$ cat config.mk
export PLATFORM = sky130hd
export DESIGN_NAME = thread_mem_arbiter
export DESIGN_NICKNAME = d
export VERILOG_FILES = /design/src/rtl/gpu_pkg.sv /design/src/rtl/rr_arbiter.sv /design/src/rtl/thread_mem_arbiter.sv
export SDC_FILE = /design/constraint.sdc
export NUM_CORES = 1
export LEC_CHECK = 0
export ABC_AREA = 1
export BUFFER_PORTS_ARGS = -buffer_cell sky130_fd_sc_hd__buf_2
export CORE_MARGIN = 5
export CORE_UTILIZATION = 40
export DETAILED_ROUTE_END_ITERATION = 16
export GPL_TIMING_DRIVEN = 0
export PLACE_DENSITY = 0.55
export SYNTH_ARGS = -nofsm -noshare
export SYNTH_HDL_FRONTEND = slang
export SYNTH_SLANG_ARGS = --single-unit
$ cat constraint.sdc
create_clock -name clk -period 1.9 [get_ports clk]
set_input_delay 0.285 -clock clk [delete_from_list [all_inputs] [get_ports clk]]
set_output_delay 0.285 -clock clk [all_outputs]
set_load 0.01 [all_outputs]
$ cat src/rtl/gpu_pkg.sv
// gpu_pkg: shared defaults and arbiter state encoding for thread_mem_arbiter.
package gpu_pkg;
  localparam int DEF_NUM_THREADS = 4;
  localparam int DEF_DATA_WIDTH = 8;
  localparam int DEF_ADDR_WIDTH = 5;
  typedef enum logic [1:0] {ARB_IDLE, ARB_ACCESS, ARB_RESP} arb_state_t;
endpackage

$ cat src/rtl/rr_arbiter.sv
// rr_arbiter: combinational round-robin pick of the first requester at or after i_ptr.
module rr_arbiter
  import gpu_pkg::*;
#(
  parameter int N = DEF_NUM_THREADS,
  parameter int W = $clog2(N)
) (
  input  logic [N-1:0] i_req,
  input  logic [W-1:0] i_ptr,
  output logic [W-1:0] o_winner,
  output logic         o_any
);
  logic [W-1:0] w_idx;
  always_comb begin
    o_winner = i_ptr;
    o_any = |i_req;
    w_idx = '0;
    // Scan from farthest to nearest so the nearest requester is the last write.
    for (int i = N - 1; i >= 0; i--) begin
      w_idx = W'((int'(i_ptr) + i) % N);
      if (i_req[w_idx]) o_winner = w_idx;
    end
  end
endmodule

$ cat src/rtl/thread_mem_arbiter.sv
// thread_mem_arbiter: round-robin serialiser of per-thread loads/stores into one shared memory.
// Optional ARB_PERF_COUNTERS_EN adds saturating conflict-cycle and grant counters.
module thread_mem_arbiter
  import gpu_pkg::*;
#(
  parameter int NUM_THREADS = DEF_NUM_THREADS,
  parameter int DATA_WIDTH = DEF_DATA_WIDTH,
  parameter int ADDR_WIDTH = DEF_ADDR_WIDTH
) (
  input  logic                              clk,
  input  logic                              reset,
  input  logic [NUM_THREADS-1:0]            req_valid,
  input  logic [NUM_THREADS-1:0]            req_write,
  input  logic [NUM_THREADS*ADDR_WIDTH-1:0] req_addr,
  input  logic [NUM_THREADS*DATA_WIDTH-1:0] req_wdata,
  output logic [NUM_THREADS-1:0]            gnt,
  output logic [NUM_THREADS-1:0]            rsp_valid,
  output logic [DATA_WIDTH-1:0]             rsp_rdata,
  input  logic                              host_we,
  input  logic [ADDR_WIDTH-1:0]             host_addr,
  input  logic [DATA_WIDTH-1:0]             host_wdata,
  output logic [DATA_WIDTH-1:0]             host_rdata,
  output logic                              busy
`ifdef ARB_PERF_COUNTERS_EN
  ,
  output logic [15:0]                       perf_conflict_cycles,
  output logic [15:0]                       perf_grants
`endif
);
  localparam int TW = $clog2(NUM_THREADS);
  localparam int DEPTH = 1 << ADDR_WIDTH;
  arb_state_t r_state;
  logic [TW-1:0] r_ptr, r_win, w_win;
  logic w_any, r_we;
  logic [ADDR_WIDTH-1:0] r_addr;
  logic [DATA_WIDTH-1:0] r_wdata, r_rdata;
  logic [NUM_THREADS-1:0] r_gnt, r_rsp;
  logic [DATA_WIDTH-1:0] r_mem [DEPTH];
  rr_arbiter #(.N(NUM_THREADS), .W(TW)) u_arb (
    .i_req(req_valid),
    .i_ptr(r_ptr),
    .o_winner(w_win),
    .o_any(w_any)
  );
  assign gnt = r_gnt;
  assign rsp_valid = r_rsp;
  assign rsp_rdata = r_rdata;
  assign host_rdata = r_mem[host_addr];
  assign busy = r_state != ARB_IDLE;
  always_ff @(posedge clk or negedge reset) begin
    if (!reset) begin
      r_state <= ARB_IDLE;
      r_ptr <= '0;
      r_win <= '0;
      r_we <= 1'b0;
      r_addr <= '0;
      r_wdata <= '0;
      r_rdata <= '0;
      r_gnt <= '0;
      r_rsp <= '0;
      for (int i = 0; i < DEPTH; i++) r_mem[i] <= '0;
    end else begin
      r_gnt <= '0;
      r_rsp <= '0;
      case (r_state)
        ARB_IDLE: if (w_any) begin
          r_state <= ARB_ACCESS;
          r_win <= w_win;
          r_we <= req_write[w_win];
          r_addr <= req_addr[int'(w_win)*ADDR_WIDTH +: ADDR_WIDTH];
          r_wdata <= req_wdata[int'(w_win)*DATA_WIDTH +: DATA_WIDTH];
          r_gnt <= NUM_THREADS'(1) << w_win;
        end
        ARB_ACCESS: begin
          r_state <= ARB_RESP;
          if (r_we) r_mem[r_addr] <= r_wdata;
          r_rdata <= r_we ? '0 : r_mem[r_addr];
          r_ptr <= (r_win == TW'(NUM_THREADS - 1)) ? '0 : r_win + 1'b1;
          r_rsp <= r_gnt;
        end
        default: begin
          r_state <= ARB_IDLE;
          r_rdata <= '0;
        end
      endcase
      // Last write wins: the host beats a same-address thread store.
      if (host_we) r_mem[host_addr] <= host_wdata;
    end
  end
`ifdef ARB_PERF_COUNTERS_EN
  logic [15:0] r_perf_conf, r_perf_gnt;
  assign perf_conflict_cycles = r_perf_conf;
  assign perf_grants = r_perf_gnt;
  always_ff @(posedge clk or negedge reset) begin
    if (!reset) begin
      r_perf_conf <= '0;
      r_perf_gnt <= '0;
    end else begin
      r_perf_conf <= (|(req_valid & ~r_gnt) && r_perf_conf != 16'hFFFF) ? r_perf_conf + 16'd1 : r_perf_conf;
      r_perf_gnt <= (|r_gnt && r_perf_gnt != 16'hFFFF) ? r_perf_gnt + 16'd1 : r_perf_gnt;
    end
  end
`endif
endmodule

* After elaboration in Yosys (flattened, before gate mapping)
Cells that the tools add are included.
Word-level totals: bits in registers 292, input bits 76, output and inout bits 25, word-level logic and storage cells 106
Operators by class: add/subtract/negate cells 4, $mul 1, order comparisons 9, equality and inequality tests 3, shift operators 3, muxes and demuxes 37, bitwise operators 2, reduce and logical (&&, ||, !) cells 6
Operators by type and width (number):
- two-way mux 256 bit | 3
- bitwise mux 256 bit | 2
- binary-select mux 8 bit (select 5 bit) | 2
- demux 8 bit (select 5 bit) | 2
- two-way mux 8 bit | 7
- variable part select 32 x 6 -> 8 bit | 1
- variable part select 20 x 6 -> 5 bit | 1
- one-hot mux 8 bit (2 select lines) | 1
- less-than comparator 2 x 3 -> 1 bit, second input constant | 5
- >= comparator 6 bit, second input constant | 2
- less-than comparator 6 x 1 -> 1 bit, second input constant | 2
- two-way mux 2 bit | 6
- two-way mux 4 bit | 3
- NOT 5 -> 6 bit | 2
- binary-select mux 1 bit (select 2 bit) | 5
- multiplier 2 x 3 -> 5 bit, second input constant | 1
- two-way mux 1 bit | 5
- adder 2 x 1 -> 2 bit, second input constant | 2
- adder 2 bit, second input constant | 2
- one-hot mux 2 bit (2 select lines) | 1
- OR reduction 4 bit | 1
- left shift 1 x 2 -> 4 bit, first input constant | 1
- == test 2 x 1 -> 1 bit, second input constant | 1
- == test 2 bit, second input constant | 1
- other kinds (5) | 6

* Depth between registers and ports, before layout
depth in word-level cells 10, mapped depth 17, mapped depth without buffers 14

* Modules after synthesis
Synthesis repeated with hierarchy kept, for this count alone.
Second synthesis, totals: cell total of the unflattened synthesis 2682, area total of the unflattened synthesis 18358.9 um^2
By module, submodules not included:
- thread_mem_arbiter | instances 1, cells each 2632, area each 18141.1 um^2, sequential area each 7307.0 um^2
- rr_arbiter | instances 1, cells each 50, area each 217.7 um^2, sequential area each 0.0 um^2

* Least setup slack after synthesis
No wires, ideal clock.
path type input -> output, from input port host_addr[1], to output port host_rdata[3], data arrival time 1.492 ns, required time 1.615 ns, path slack 0.123 ns, stages on the path 8, cells stage by stage buf_2 -> nand2_1 -> buf_2 -> buf_1 -> o221ai_1 -> nand2_1 -> nand4_1 -> or2_2
Between the ends: word-level cells in the longest chain between the ends 4
RTL lines:
- start: declaration | RTL line thread_mem_arbiter.sv:20 | input logic [ADDR_WIDTH-1:0] host_addr,
- NOT 5 -> 6 bit (implied by the code) | RTL line thread_mem_arbiter.sv:48 | assign host_rdata = r_mem[host_addr];
- binary-select mux 8 bit (select 5 bit) | RTL line thread_mem_arbiter.sv:48
- two-way mux 8 bit (implied by the code) (2 in series) | RTL line thread_mem_arbiter.sv:48
- end: declaration | RTL line thread_mem_arbiter.sv:22 | output logic [DATA_WIDTH-1:0] host_rdata,
No other way between the ends. The select of a mux whose other input is x is not followed.

* Worst setup path after layout
from input port host_addr[1], to output port host_rdata[2]
Same word-level chain as after synthesis.

==> run metrics <==
status=finished, violations left; failing checks=negative setup slack; fillers=about 4000; largest net degree at the start of global routing=roughly 110; Synthesis Warnings=0; vias per cell=6.87; min cycle time layout=2460 ps; Most Used Layer, Global Route=met2; Final nets=between 2000 and 3000; max cap viols=0; R2R setup slack=-190 ps; post-placement cell area=18800 um^2; worst IR drop on VDD=around 1.4 mV; endpoints failing setup=41; Area Overhead vs Synth=36.5%; clk buf depth=3; Synth Register Bits=~290; die extent in y=approximately 220 um; GR Util met3=about an eighth; HPWL after DPL=68200 um; die area=48000 um^2; synth unique cells=34; Multi-input gate area=around 10000 um^2; I/O Pins=101; hold depth=5; routability cong.=approximately 1.0; max-slew violation count=0; ys async rst share=100%; num rows=76; Buffers on Ports=between 90 and 100; met2 Use GR=~58%; sequential share of the synthesized area=roughly two fifths; Cells after Synth=2235; Reg clk slew, reported paths=around 60 ps; Worst Slack Setup Final=-559 ps; crit path DAT=approximately 2200 ps; Post-synth top cells=369 x nand2_1, 292 x dfrtp_1, 275 x o21ai_0, 227 x a21oi_1, 200 x o22ai_1; Reg2Reg Depth=14; clk sink count=about 290; TritonCTS buffer count=37; initial antenna violation count=2; First DRT Iteration DRCs=approximately 3400; Avg Cell Area, Syn=between 7 and 8 um^2; met1 usage=between 50% and 60%; Worst Max-Slew Pin Slew=1310 ps; Rel. slew slack=12.5%; global-route wire length before repair=142000 um; vias in the first global route=around 20000; count leader, synth=nand2_1; global route overflow=0; Hold EP=r_wdata[6]; area leader, netlist=dfrtp_1; H-tree level count=2; Synth Flop Type=dfrtp_1; min-delay src=req_wdata[22]; PwrDens=between 1500 and 2000 nW/um^2; fmax=0.407 GHz; Synth top area share=about two fifths; RR Startpoint=r_addr[0]; GRT Util Overall=around two fifths; Core Area=~43000 um^2; Synth area leaders=dfrtp_1 42%, nand2_1 7.9%, o21ai_0 7.9%; area occupied by registers=~7300 um^2; Detail Route Antenna Nets=0; Critical Path End Type=primary output; post-route cell area=23900 um^2; Hold Violations, Final=0; crit-path max FO=10; drt first pass iters=6; CP Launch Type=input pin; Worst Skew=around 35 ps; Synthesized Nets=roughly 2300; fin crit share=129%; DRC Markers=0; EDFF count, synth=0; final core occ=a little under three fifths; Starting Density=about two fifths; Critical R2R Capture=rsp_rdata[6]; synthesized area=between 15000 and 20000 um^2; critical path type=in -> out; via count=roughly 21000; unrepaired setup endpoints after global routing=true; Required @ worst endpoint=about 1600 ps; Die W=219 um; routed len/inst=33.0 um; min-delay worst type=in -> reg; drt total wl=around 100000 um; CTS tree=built; Clock Tree Root=clkbuf_16; LEAKAGE=a little over 0.01 uW; share of layout cells above drive strength 1=32.8%; Clk Latency, worst-skew pair=roughly 580 ps
-- how the worst max path moves through the flow --
stage                      start  cells after the start            end
detailed placement  host_addr[2]                      7  host_rdata[2]
finish              host_addr[1]                      9  host_rdata[2]
global placement           reset                      1     r_mem[227]
CTS                   r_mem[250]                      6  host_rdata[2]
global route           r_mem[58]                      6  host_rdata[2]
floorplan           host_addr[1]                      8  host_rdata[3]
-- critical path, stage by stage --
cell and delay [ps]:
buf_2 180, nand2_1 140, buf_4 250, buf_4 310
o221ai_1 160, nand2_1 170, nand4_1 210, or2_4 330
buf_6 120
-- sequential cells by signal, indices dropped and copies added (netlist names) --
name	count
r_ptr	2
rsp_valid	4
rsp_rdata	8
r_we	1
r_mem	256
r_wdata	8
r_win	2
r_state	2
r_addr	5
gnt	4
-- layout by cell type (no fill, tap or decap), drive strengths merged, types with 2 or more instances in the layout --
master,instances
clkbuf,167
nand3,77
o21ai,289
nand4,4
diode,3
a22oi,128
clkinvlp,2
buf,335
nand2,372
inv,168
o22ai,200
a21oi,227
bufinv,3
nor2,48
a22o,24
o221ai,128
clkinv,8
or2,2
dfrtp,292
a31oi,27
nor3,20
-- metal layers --
metal | routed length, um | share of wire (%)
met1 | 38900 | 38
met2 | 41800 | 41
met3 | 13900 | 14
met4 | 8240 | 8.0
met5 | 0 | 0
-- area by class of cell --
cell class / count / share of cell area (%)
diodes: 3 / 0.0314
clock buffers: 55 / 4.67
flip-flops and latches: 292 / 30.7
well taps: 585 / 3.06
multi-input cells: 1549 / 43.2
clock inverters: 11 / 0.571
inverters: 170 / 2.81
repair buffers: 225 / 7.94
plain buffers: 223 / 7.01
-- metrics by stage --
stage	power (uW)	TNS, ps	hold WS, ps	setup WS, ps	cells
finish	46000	-5610	76.6	-559	3113
CTS	40800	-4100	57.6	-469	3071
global placement	29000	-1685080	464	-5300	2919
detailed placement	29100	-147780	363	-1030	2921
global route	47200	-9810	93.6	-522	3110
floorplan	21500	0	-10.6	123	2235
-- cell families (layout without fill, tap and decap cells) --
logic type | Yosys count | after routing | share of synthesized area [%]
AO/OA/AOI/OAI | 1024 | 1024 | 36.0
other | 0 | 3 | 0
buffers and inverters | 394 | 684 | 9.50
flip-flops | 292 | 292 | 41.7
AND/OR/NAND/NOR | 524 | 524 | 12.7
adder cells (fa/ha/maj) | 1 | 1 | 0.0715
-- where the power goes --
group	leakage [uW]	internal [uW]	switching (uW)
combinational	0.00603	9820	16300
sequential	0.00363	9190	3180
clock	0.000618	4470	2970
-- repair_timing --
item                       in CTS  in global routing
gates resized for setup       377                390
hold endpoints to repair       83                  0
cloned                          3                  7
pin swaps                     107                114
hold buffers                    1                  0
setup endpoints to repair     290                281
buffers inserted               80                 35
No activity file was read; power rests on OpenSTA's default activity.
